--- config.mk ---
export PLATFORM = sky130hd
export DESIGN_NAME = sync_pulse_generator
export DESIGN_NICKNAME = d
export VERILOG_FILES = /design/src/rtl/sync_pulse_generator.sv
export SDC_FILE = /design/constraint.sdc
export NUM_CORES = 1
export LEC_CHECK = 0
export ABC_AREA = 1
export BUFFER_PORTS_ARGS = -buffer_cell sky130_fd_sc_hd__buf_2
export CORE_MARGIN = 4
export CORE_UTILIZATION = 48
export DETAILED_ROUTE_END_ITERATION = 12
export PLACE_DENSITY = 0.7
export SYNTH_ARGS = -nofsm -noshare
export SYNTH_HDL_FRONTEND = slang
export SYNTH_SLANG_ARGS = --single-unit
--- constraint.sdc ---
create_clock -name clk_i -period 2.2 [get_ports clk_i]
set_clock_uncertainty 0.15 [all_clocks]
set_input_delay 0.66 -clock clk_i [delete_from_list [all_inputs] [get_ports clk_i]]
set_output_delay 0.66 -clock clk_i [all_outputs]
set_load 0.01 [all_outputs]
--- src/rtl/sync_pulse_generator.sv ---
// Raster timing generator: free-running h/v counters, sync pulses and active-area coordinates.
// Define SYNC_PULSE_ACTIVE_HIGH_EN for active-high hsync_o/vsync_o (default active-low).
module sync_pulse_generator #(
  parameter int TOTAL_COLUMNS          = 800,
  parameter int TOTAL_ROWS             = 525,
  parameter int ACTIVE_COLUMNS         = 640,
  parameter int ACTIVE_ROWS            = 480,
  parameter int FRONT_PORCH_HORIZONTAL = 16,
  parameter int BACK_PORCH_HORIZONTAL  = 48,
  parameter int FRONT_PORCH_VERTICAL   = 10,
  parameter int BACK_PORCH_VERTICAL    = 33
) (
  input  logic                                             clk_i,
  input  logic                                             reset_i,
  output logic                                             hsync_o,
  output logic                                             vsync_o,
  output logic                                             video_en_o,
  output logic [$clog2(ACTIVE_COLUMNS):0]                  x_o,
  output logic [$clog2(ACTIVE_ROWS):0]                     y_o,
  output logic [$clog2(ACTIVE_COLUMNS*ACTIVE_ROWS):0]      pixel_o
);

  localparam int HSYNC_W = TOTAL_COLUMNS - ACTIVE_COLUMNS - FRONT_PORCH_HORIZONTAL - BACK_PORCH_HORIZONTAL;
  localparam int VSYNC_W = TOTAL_ROWS - ACTIVE_ROWS - FRONT_PORCH_VERTICAL - BACK_PORCH_VERTICAL;

  localparam int H_CW = (TOTAL_COLUMNS > 1) ? $clog2(TOTAL_COLUMNS) : 1;
  localparam int V_CW = (TOTAL_ROWS > 1) ? $clog2(TOTAL_ROWS) : 1;
  localparam int X_W  = $clog2(ACTIVE_COLUMNS) + 1;
  localparam int Y_W  = $clog2(ACTIVE_ROWS) + 1;
  localparam int P_W  = $clog2(ACTIVE_COLUMNS * ACTIVE_ROWS) + 1;

  localparam int HS_START = ACTIVE_COLUMNS + FRONT_PORCH_HORIZONTAL;
  localparam int HS_END   = HS_START + HSYNC_W;
  localparam int VS_START = ACTIVE_ROWS + FRONT_PORCH_VERTICAL;
  localparam int VS_END   = VS_START + VSYNC_W;

  localparam logic [H_CW-1:0] H_LAST = H_CW'(TOTAL_COLUMNS - 1);
  localparam logic [V_CW-1:0] V_LAST = V_CW'(TOTAL_ROWS - 1);

  generate
    if (HSYNC_W < 1) begin : g_bad_hsync
      $error("sync_pulse_generator: horizontal sync width must be >= 1");
    end
    if (VSYNC_W < 1) begin : g_bad_vsync
      $error("sync_pulse_generator: vertical sync width must be >= 1");
    end
  endgenerate

  logic [H_CW-1:0] r_h;
  logic [V_CW-1:0] r_v;
  logic [P_W-1:0]  r_pixel;

  logic [31:0] w_h32;
  logic [31:0] w_v32;
  logic        w_h_last;
  logic        w_v_last;
  logic        w_video_en;
  logic        w_hs_pulse;
  logic        w_vs_pulse;

  assign w_h32      = 32'(r_h);
  assign w_v32      = 32'(r_v);
  assign w_h_last   = (r_h == H_LAST);
  assign w_v_last   = (r_v == V_LAST);
  assign w_video_en = (w_h32 < ACTIVE_COLUMNS) && (w_v32 < ACTIVE_ROWS);
  assign w_hs_pulse = (w_h32 >= HS_START) && (w_h32 < HS_END);
  assign w_vs_pulse = (w_v32 >= VS_START) && (w_v32 < VS_END);

  always_ff @(posedge clk_i or posedge reset_i) begin
    if (reset_i) begin
      r_h     <= '0;
      r_v     <= '0;
      r_pixel <= '0;
    end else begin
      if (w_h_last) begin
        r_h <= '0;
        if (w_v_last) begin
          r_v <= '0;
        end else begin
          r_v <= r_v + 1'b1;
        end
      end else begin
        r_h <= r_h + 1'b1;
      end

      // Pixel index tracks v*ACTIVE_COLUMNS+h by counting active clocks; frame wrap wins.
      if (w_h_last && w_v_last) begin
        r_pixel <= '0;
      end else if (w_video_en) begin
        r_pixel <= r_pixel + 1'b1;
      end
    end
  end

  assign video_en_o = w_video_en;
  assign x_o        = w_video_en ? X_W'(w_h32) : '0;
  assign y_o        = w_video_en ? Y_W'(w_v32) : '0;
  assign pixel_o    = w_video_en ? r_pixel : '0;

`ifdef SYNC_PULSE_ACTIVE_HIGH_EN
  assign hsync_o = w_hs_pulse;
  assign vsync_o = w_vs_pulse;
`else
  assign hsync_o = ~w_hs_pulse;
  assign vsync_o = ~w_vs_pulse;
`endif

endmodule

# ---- Word-level counts from Yosys, hierarchy flattened
# Cells that the tools add are included.
dict set report totals {
  rom_bits 0
  reg_bits 40
  output_inout_bits 44
  memories 0
  mem_bits_rw 0
  latch_bits 0
  in_bits 2
  wordCells 28
}
dict set report op_classes {
  n_lt_le_gt_ge 6
  reduce_logical 5
  div_mod_pow 0
  n_mul 0
  mux 7
  addsub 3
  shifts 0
  n_eq_ne 2
  n_bitwise 2
}
# op n
set ops {}
lappend ops {{20-bit 2-to-1 mux} 3}
lappend ops {{10-bit 2-to-1 mux} 4}
lappend ops {{10-bit by 1-bit adder with 10-bit output, second input constant} 2}
lappend ops {{20-bit by 1-bit adder with 20-bit output, second input constant} 1}
lappend ops {{10-bit == test, second input constant} 2}
lappend ops {{10-bit < comparator, second input constant} 2}
lappend ops {{10-bit by 9-bit < comparator with 1-bit output, second input constant} 2}
lappend ops {{10-bit >= comparator, second input constant} 1}
lappend ops {{10-bit by 9-bit >= comparator with 1-bit output, second input constant} 1}
lappend ops {{1-bit logical AND} 4}
lappend ops {{1-bit NOT} 2}
lappend ops {{2-bit nonzero test} 1}

# ---- Depth between registers and ports, before layout
# Gate-level depths: netlist of the first run.
dict set report depth {
  ltp_word 4
  mapped_depth 10
  depth_no_buf 9
}

# ---- Worst setup path before layout of the first run
# No wires, ideal clock.
dict set report synth_timing {
  path_type {register to output}
  startpoint {reg r_h[9]}
  endpoint {out pixel_o[1]}
  path_buffers 2
  path_slack_ps 191
  t_arrival_ps 1199
  stages_incl_launch_ff 8
  required_ps 1390
  path_cell_list {dfrtp_1 -> nand2_2 -> nand2_1 -> nor2_1 -> nand2_1 -> buf_4 -> buf_2 -> nor2_1}
}
dict set report synth_between {
  elab_chain_cells 3
}
# item line_no
set synth_lines {}
lappend synth_lines {{start, declared} 49} ;# logic [H_CW-1:0] r_h;
lappend synth_lines {{start signal, assigned} 83} ;# r_h <= r_h + 1'b1;
lappend synth_lines {{10-bit < comparator} 65} ;# assign w_video_en = (w_h32 < ACTIVE_COLUMNS) && (w_v32 < ACTIVE_ROWS);
lappend synth_lines {{1-bit logical AND} 65}
lappend synth_lines {{20-bit 2-to-1 mux} 98} ;# assign pixel_o = w_video_en ? r_pixel : '0;
lappend synth_lines {{end, declared} 20} ;# output logic [$clog2(ACTIVE_COLUMNS*ACTIVE_ROWS):0] pixel_o
# No other way between the ends.

# ---- Final worst setup path of the first run
dict set report layout_timing {
  startpoint {reg r_h[9]}
  endpoint {out pixel_o[8]}
}
# The elaborated chain is that of the path after synthesis.

==> results of run 1 <==
## worst min-delay path by stage
stage,to,slack (ps),start
3_3_place_gp,r_h[2]$_DFF_PP0_,350,r_h[2]$_DFF_PP0_
2_1_floorplan,r_h[2]$_DFF_PP0_,330,r_h[2]$_DFF_PP0_
5_1_grt,r_pixel[1]$_DFFE_PP0P_,400,reset_i
4_1_cts,r_pixel[1]$_DFFE_PP0P_,340,reset_i
3_5_place_dp,r_h[2]$_DFF_PP0_,370,r_h[2]$_DFF_PP0_
6_report,r_h[4]$_DFF_PP0_,330,reset_i
## metal layers
layer,part of all wire (%),vias up,global-route usage [%]
met5,0,-,0
met4,1.1,0,5.409
met1,43,1292,27.06
met2,52,65,36.44
met3,4.3,8,3.949
li1,-,1417,-
## final cells by class
class / instances / area [um2] / share of cell area [%]
Clock buffer: 6 / 82.58 / 2.259
Inverter: 70 / 262.8 / 7.189
Multi-Input combinational cell: 294 / 1577 / 43.14
Sequential cell: 40 / 1001 / 27.39
Clock inverter: 2 / 10.01 / 0.2739
Timing Repair Buffer: 75 / 631.9 / 17.29
Tap cell: 72 / 90.09 / 2.465
## worst max-delay path, delay by kind of cell, from the launching register on
kind / cells / cell delay, ps
flops: 1 / 430
simple gates: 4 / 450
buf+inv: 3 / 380
## through the flow
step                utilization [%]  setup TNS [ps]  power, uW
floorplan                         -               0      764.1
global placement              55.37               0      768.9
detailed placement            55.37               0      768.7
CTS                           60.30           -4179       1293
global route                  66.37           -7901       1327
finish                        66.37           -5669       1281
## what timing repair did
action	CTS	global route
endpoints found under the setup margin	40	40
gates resized for setup	21	60
buffers inserted	12	5
pin swaps	5	4
cloned	1	2
## flip-flops by register name, summed over array words and instances (netlist names)
register and flops:
r_h 10, r_v 10, r_pixel 20
## logic make-up (layout without fill, tap and decap cells)
| kind of cell | Yosys count | in the layout | share of synthesized area, % |
|---|---|---|---|
| XOR/XNOR | 7 | 7 | 2.240 |
| AO/OA/AOI/OAI | 26 | 26 | 5.347 |
| buffers and inverters | 83 | 153 | 13.35 |
| AND/OR/NAND/NOR | 254 | 254 | 40.08 |
| flip-flops | 40 | 40 | 36.56 |
| other | 1 | 2 | 0.1370 |
| adder cells (fa/ha/maj) | 5 | 5 | 2.285 |
## where the power goes
part           switching [uW]  internal, uW  total [uW]
combinational            16.5          1.92        18.5
sequential                  0           734         734
clock                     277           251         528
## layout by cell type (no fill, tap or decap), types with 2 or more instances in the layout
cell type  count
o21ai_0       15
clkbuf_8       6
nand4_1       10
nand2_2        7
nor2_4        19
nand3_1       35
nor2_1        64
clkinv_2       2
nor3_1        15
clkbuf_16      2
buf_6         17
dfrtp_1       40
xor2_1         7
inv_2          5
a21oi_1        7
buf_4         25
ha_1           5
nand2_1       80
inv_1         65
o21ai_2        2
nor2_2        20
buf_2         28
conb_1         2
==> results.yml, run 1 <==
routing:
  avgRoutedWirePerCell_um: 13.51
  via_per_inst: 4.977
  vias: 2782
  final_antenna_net_count: 0
  dr.first_iter.drc_count: 148
  drc: 0
  wirelength_mm: 7.554
  first_pass_iters: 4
floorplanning:
  io_pins: 46
  core_mm2: 0.005507
  fp-row-count: 27
  die_width_um: 83.52
  start_util_pct: 49.72
  die_height_um: 83.52
  dieArea_mm2: 0.006976
grt:
  overflow: 0
  grt_use_total_pct: 21.05
  grt_max_degree: 41
  first_global_vias: 2657
  antenna_found_initial: 0
  grt_pass1_wl_mm: 12.20
setup_path:
  crit_arrival_ps: 1570
  worstSetupEndpoint: "pixel_o[8]"
  critPathCaptureType: "output pin"
  crit_fanout: 8
  crit_required_ps: 1390
  critPathMaxStageDelay_ps: 430
  slowest_stage: "dfrtp_1"
  rr_startpoint: "r_h[9]$_DFF_PP0_"
  worstSetupPathType: "reg2out"
  cp-start-kind: "flop"
  r2r_slack_ps: 200
  r2r.worst_path.cells: 11
  r2r-end: "r_pixel[17]$_DFFE_PP0P_"
  crit_chain: "nand2_2 > inv_2 > nor2_4 > nand2_8 > clkbuf_16 > nor2_1 > buf_2"
  crit_start: "r_h[9]$_DFF_PP0_"
hold_path:
  min_path_type: "in2async"
synthesis:
  ys.flop_type: "dfrtp_1"
  synth_seq_cells: 40
  syn_avg_cell_area_um2: 6.581
  yosysMostFrequentCell: "nor2_1"
  ys_warn_count: 0
  synth_area_leaders: "dfrtp_1 37%, nor2_1 13%, nand2_1 12%"
  synth_largest_area_cell: "dfrtp_1"
  ys_types: 25
  synth_cells: 416
  ys_seq_area_share_pct: 36.56
  synth.cell_area_mm2: 0.002738
  synth_edf_count: 0
  synth_top_area_share_pct: 36.56
  synthTopCellsByCount: "98 x nor2_1, 85 x nand2_1, 67 x inv_1"
  async_flop_share_pct: 100.0
sta:
  rsz0062_at_grt: "true"
  holdWs_ps: 333.8
  period_share_pct: 108.1
  setup_ws_ps: -178.0
  final_hold_viol_count: 0
  timing.slew.headroom_pct: 64.32
  worst_pin_slew_ps: 535.2
  finalCriticalPeriod_ps: 2378
  finalSetupViolations: 40
  fmax_mhz: 420.5
  slew_viol_final: 0
power_and_ir_drop:
  power_density_mw_per_mm2: 350.5
  ir_drop_uv: 292.3
  p_leak_uw: 0.001886
clock_network:
  cts_buffers: 5
  hold_buffers: 0
  clock-root-buffer: "clkbuf_8"
  cts_tree: "built"
  cts_max_path_buffers: 2
  cts_max_level: 2
  clock_latency_ps: 300
  clkTransAtPathRegs_ps: 80
  clkSinkCount: 40
cells_and_area:
  drive_above_1_share_pct: 28.95
  diodes: 0
  layout.cells.non_filler: 559
  synthToLayoutAreaGrowth_pct: 33.50
  fin_area_mm2: 0.003655
  fillCellCount: 485
  nets: 493
place:
  dp.cells: 531
  place_area_mm2: 0.003049
  dpl_worst_slack_ps: 77.59
  finalWeightedCongestion: 0.9062
  port_buffers: 43
  hpwl_mm: 4.965
status:
  status: "finished, violations left"
  failed_checks: "negative setup slack"
flow_run:
  max-cap-violations: 0
No activity file was read; power rests on OpenSTA's default activity.
==> run 2, diff against run 1 <==
CORE_UTILIZATION = 45   (was 48)
PLACE_DENSITY = 0.66   (was 0.7)
clock period = 3 ns   (was 2.2 ns; I/O delays follow)
==> run 2 against run 1 <==
The flow now finishes without violations. Critical path depth decreased by 1. Highest routed layer unchanged. Worst setup slack improved by 370 ps. Utilization is 14 points lower. Die area grew 6.0%. Via count down 6.7%. Count of clock-buffer cells in the layout increased by 2. Final cell count down 4.7%. Largest power group unchanged. Sequential power decreased by 27%. Hold slack gained 44 ps. Combinational power decreased by 30%. Critical endpoint is now y_o[5].
==> results.yml, run 2 (synthesized netlist as in run 1, its figures left out) <==
place:
  dpl_worst_slack_ps: 453.7
  place_area_mm2: 0.002973
  finalWeightedCongestion: 0.8902
  port_buffers: 43
  hpwl_mm: 4.832
cells_and_area:
  multi_input_area_mm2: 0.001383
  diodes: 0
  largest_reg_flops: 20
  regMostFlops: "r_pixel"
  fillCellCount: 595
  synthToLayoutAreaGrowth_pct: 12.20
  final_cell_mix: "98 x nor2_1, 84 x nand2_1, 67 x inv_1"
  layout_commonest_cell: "nor2_1"
  fin_area_mm2: 0.003072
  regArea_mm2: 0.001001
  nets: 464
  top_regs: "r_pixel: 20 flops, r_h: 10 flops, r_v: 10 flops"
  drive_above_1_share_pct: 15.28
grt:
  top_usage_layer: "met2"
  first_global_vias: 2380
  antenna_found_initial: 0
  grt.met3_usage_pct: 3.939
  use_met1_pct: 24.54
  grt_pass1_wl_mm: 10.94
  grt_use_total_pct: 18.40
  overflow: 0
  grtUsageMet2_pct: 29.92
  grt_max_degree: 41
clock_network:
  cts_max_level: 2
  cts_max_path_buffers: 2
  postCtsResizedCells: 0
  cts_tree: "built"
  cts_buffers: 5
  clock_latency_ps: 290
  hold_buffers: 0
  clock-root-buffer: "clkbuf_8"
  clkTransAtPathRegs_ps: 80
  clkSinkCount: 40
  cts_setup_buffers: 0
setup_path:
  cpLargestDelayFamily: "simple AND/OR/NAND/NOR gates"
  critPathMaxStageDelay_ps: 490
  cp-start-kind: "flop"
  crit_arrival_ps: 1760
  path_buf_inv: 2
  critPathCaptureType: "output pin"
  slowest_stage: "nor2_2"
  crit_chain: "nand2_2 > nand3_1 > nor2_2 > nand2_1 > inv_1 > buf_2"
  worstSetupPathType: "reg2out"
  crit_required_ps: 1950
  crit_fanout: 13
floorplanning:
  io_pins: 46
  die_width_um: 86.00
  die_height_um: 86.00
  fp-row-count: 28
  core_mm2: 0.005921
  dieArea_mm2: 0.007395
  start_util_pct: 46.24
sta:
  timing.slew.headroom_pct: 60.42
  final_hold_viol_count: 0
  finalCriticalPeriod_ps: 2805
  tns_ps: 0
  slew_viol_final: 0
  period_share_pct: 93.51
  finalSetupViolations: 0
  worst_pin_slew_ps: 593.0
  rsz0062_at_grt: "false"
  setup_ws_ps: 194.6
  fmax_mhz: 356.5
routing:
  vias: 2596
  avgRoutedWirePerCell_um: 11.95
  via_per_inst: 4.871
  first_pass_iters: 4
  final_antenna_net_count: 0
  dr.first_iter.drc_count: 133
  wirelength_mm: 6.370
  drc: 0
power_and_ir_drop:
  power_density_mw_per_mm2: 302.3
  ir_drop_uv: 150.6
  p_leak_uw: 0.001695
status:
  status: "completed"
hold_path:
  min_path_type: "reg2reg"
flow_run:
  max-cap-violations: 0
## run 2: changes by cell type in the layout (fill, tap and decap cells not counted), moves of 2 or more
cell	before	now
nor2_1	64	98
inv_1	65	67
inv_2	5	3
nand2_1	80	84
buf_6	17	1
clkbuf_16	2	0
nor2_2	20	4
nor2_4	19	1
buf_2	28	43
buf_4	25	2
nand2_2	7	3
clkbuf_1	0	2
clkinv_2	2	0
## run 2: worst paths after layout
path,from,endpoint,slack (ps),cells past startpoint
max,r_h[9]$_DFF_PP0_,y_o[5],190,6
min,r_h[2]$_DFF_PP0_,r_h[2]$_DFF_PP0_,380,1
max reg2reg,r_h[0]$_DFF_PP0_,r_pixel[10]$_DFFE_PP0P_,930,8
min reg2reg,r_h[2]$_DFF_PP0_,r_h[2]$_DFF_PP0_,380,1
max in group asynchronous,reset_i,r_v[7]$_DFFE_PP0N_,1770,3
min in group asynchronous,reset_i,r_pixel[0]$_DFFE_PP0P_,560,3
## run 2: report_power, final
group | switching, uW | leakage, uW | internal, uW
combinational | 11.6 | 0.00112 | 1.41
clock | 189 | 0.0000455 | 188
sequential | 0 | 0.000530 | 539
total | 201 | 0.00170 | 728
## run 2: area by class of cell
cell class,count,share of cell area [%]
Timing Repair Buffer,46,7.862
Clock buffer,8,2.933
Tap cell,75,3.055
Multi-Input combinational cell,294,45.01
Sequential cell,40,32.59
Inverter,70,8.554
## run 2: layer usage
layer	vias up	wire length [um]
met5	-	0
met4	0	79
met3	7	308
met2	59	2965
met1	1172	3016
li1	1358	-
## run 2: per-stage QoR
| stage | util, % | hold slack [ps] | total power (uW) | std cells |
|---|---|---|---|---|
| 5_1_grt | 51.88 | 400.4 | 970.0 | 533 |
| 4_1_cts | 51.73 | 382.6 | 941.4 | 533 |
| 2_1_floorplan | - | 330.7 | 560.3 | 417 |
| 3_3_place_gp | 50.21 | 349.7 | 563.7 | 525 |
| 3_5_place_dp | 50.21 | 372.2 | 563.6 | 525 |
| 6_report | 51.88 | 377.7 | 928.5 | 533 |
==> run 3, diff against run 2 <==
CTS_BUF_LIST = sky130_fd_sc_hd__clkbuf_8   (was not set)
==> run 3 against run 2 <==
Fmax about the same. Total power down 0.64%. Critical path depth unchanged. Global-route usage unchanged. Count of clock-buffer cells in the layout down 2. Non-clock buffer count unchanged. Register-to-register slack about the same. Combinational power about the same. Flip-flop and latch count unchanged. Sequential share of layout area unchanged. Largest power group unchanged. Highest routed layer unchanged.
==> results.yml, run 3 (synthesized netlist as in run 1, its figures left out) <==
sta:
  fmax_mhz: 356.4
  worst_pin_slew_ps: 591.7
  finalCriticalPeriod_ps: 2806
  holdWs_ps: 377.8
  slew_viol_final: 0
  final_hold_viol_count: 0
  timing.slew.headroom_pct: 60.51
  tns_ps: 0
  rsz0062_at_grt: "false"
  finalSetupViolations: 0
  setup_ws_ps: 193.8
  period_share_pct: 93.54
grt:
  antenna_found_initial: 0
  grt_max_degree: 41
  grt_pass1_wl_mm: 10.94
  overflow: 0
  grt_use_total_pct: 18.40
  first_global_vias: 2380
floorplanning:
  dieArea_mm2: 0.007395
  start_util_pct: 46.24
  core_mm2: 0.005921
  io_pins: 46
  die_height_um: 86.00
  die_width_um: 86.00
  fp-row-count: 28
clock_network:
  cts_max_path_buffers: 2
  postCtsResizedCells: 0
  clock_latency_ps: 290
  clkSinkCount: 40
  clkTransAtPathRegs_ps: 80
  clock-root-buffer: "clkbuf_8"
  cts_max_level: 2
  cts_setup_buffers: 0
  cts_buffers: 5
  hold_buffers: 0
  cts_tree: "built"
setup_path:
  crit_arrival_ps: 1760
  cp-start-kind: "flop"
  r2r_slack_ps: 930
  r2r-end: "r_pixel[10]$_DFFE_PP0P_"
  crit_fanout: 13
  critPathCaptureType: "output pin"
  slowest_stage: "nor2_2"
  cpLargestDelayFamily: "simple AND/OR/NAND/NOR gates"
  path_buf_inv: 2
  crit_cells: 6
  worstSetupPathType: "reg2out"
  critPathMaxStageDelay_ps: 490
  crit_chain: "nand2_2 > nand3_1 > nor2_2 > nand2_1 > inv_1 > buf_2"
  crit_required_ps: 1950
  r2r.worst_path.cells: 8
  rr_startpoint: "r_h[0]$_DFF_PP0_"
cells_and_area:
  multi_input_area_mm2: 0.001383
  synthToLayoutAreaGrowth_pct: 12.20
  nets: 464
  largest_reg_flops: 20
  final_cell_mix: "98 x nor2_1, 84 x nand2_1, 69 x inv_1"
  regMostFlops: "r_pixel"
  fillCellCount: 595
  regArea_mm2: 0.001001
  layout_commonest_cell: "nor2_1"
  fin_area_mm2: 0.003072
  diodes: 0
  drive_above_1_share_pct: 15.28
  top_regs: "r_pixel: 20 flops, r_h: 10 flops, r_v: 10 flops"
routing:
  via_per_inst: 4.872
  vias: 2597
  wirelength_mm: 6.371
  first_pass_iters: 4
  dr.first_iter.drc_count: 133
  final_antenna_net_count: 0
  drc: 0
  avgRoutedWirePerCell_um: 11.95
power_and_ir_drop:
  ir_drop_uv: 150.6
  power_density_mw_per_mm2: 300.4
  p_total_uw: 922.6
  p_leak_uw: 0.001703
place:
  port_buffers: 43
  dpl_worst_slack_ps: 453.7
  place_area_mm2: 0.002973
  hpwl_mm: 4.832
  finalWeightedCongestion: 0.8902
hold_path:
  min_path_type: "reg2reg"
  hold_path_end: "r_h[2]$_DFF_PP0_"
  min_from: "r_h[2]$_DFF_PP0_"
  hold_depth: 1
status:
  status: "completed"
flow_run:
  max-cap-violations: 0
## run 3: changes by cell type in the layout (fill, tap and decap cells not counted), sizes merged
cell and change:
inv +2, clkbuf -2
## run 3: final cells by class
cell class              count  area share (%)
clock buffers               6           2.688
multi-input cells         294           45.01
well taps                  75           3.055
clock inverters             2          0.2444
flip-flops and latches     40           32.59
repair buffers             46           7.862
inverters                  70           8.554
## run 3: stage by stage
stage | cells | util [%]
after detailed placement | 525 | 50.21
after floorplan | 417 | -
after global routing | 533 | 51.88
final | 533 | 51.88
after global placement | 525 | 50.21
after CTS | 533 | 51.73
## run 3: per-layer routing
| metal | routed length [um] | share of wire, % | vias up | GRT usage (%) |
|---|---|---|---|---|
| li1 | - | - | 1358 | - |
| met1 | 3023 | 47 | 1173 | 24.54 |
| met2 | 2959 | 46 | 59 | 29.92 |
| met3 | 308 | 4.8 | 7 | 3.939 |
| met4 | 80 | 1.3 | 0 | 5.468 |
| met5 | 0 | 0 | - | 0 |
## run 3: where the power goes
group / internal, uW / switching [uW]
Clock: 181 / 190
Combinational: 1.41 / 11.6
Sequential: 539 / 0
## run 3: worst max path at each step
stage                            start     endpoint  slack [ps]
finish                r_h[9]$_DFF_PP0_       y_o[5]         190
global route          r_h[9]$_DFF_PP0_       y_o[6]          10
CTS                 r_v[7]$_DFFE_PP0N_  pixel_o[13]         120
detailed placement  r_v[7]$_DFFE_PP0N_   pixel_o[9]         450
global placement    r_v[8]$_DFFE_PP0N_  pixel_o[13]         480
floorplan             r_h[9]$_DFF_PP0_   pixel_o[1]         750
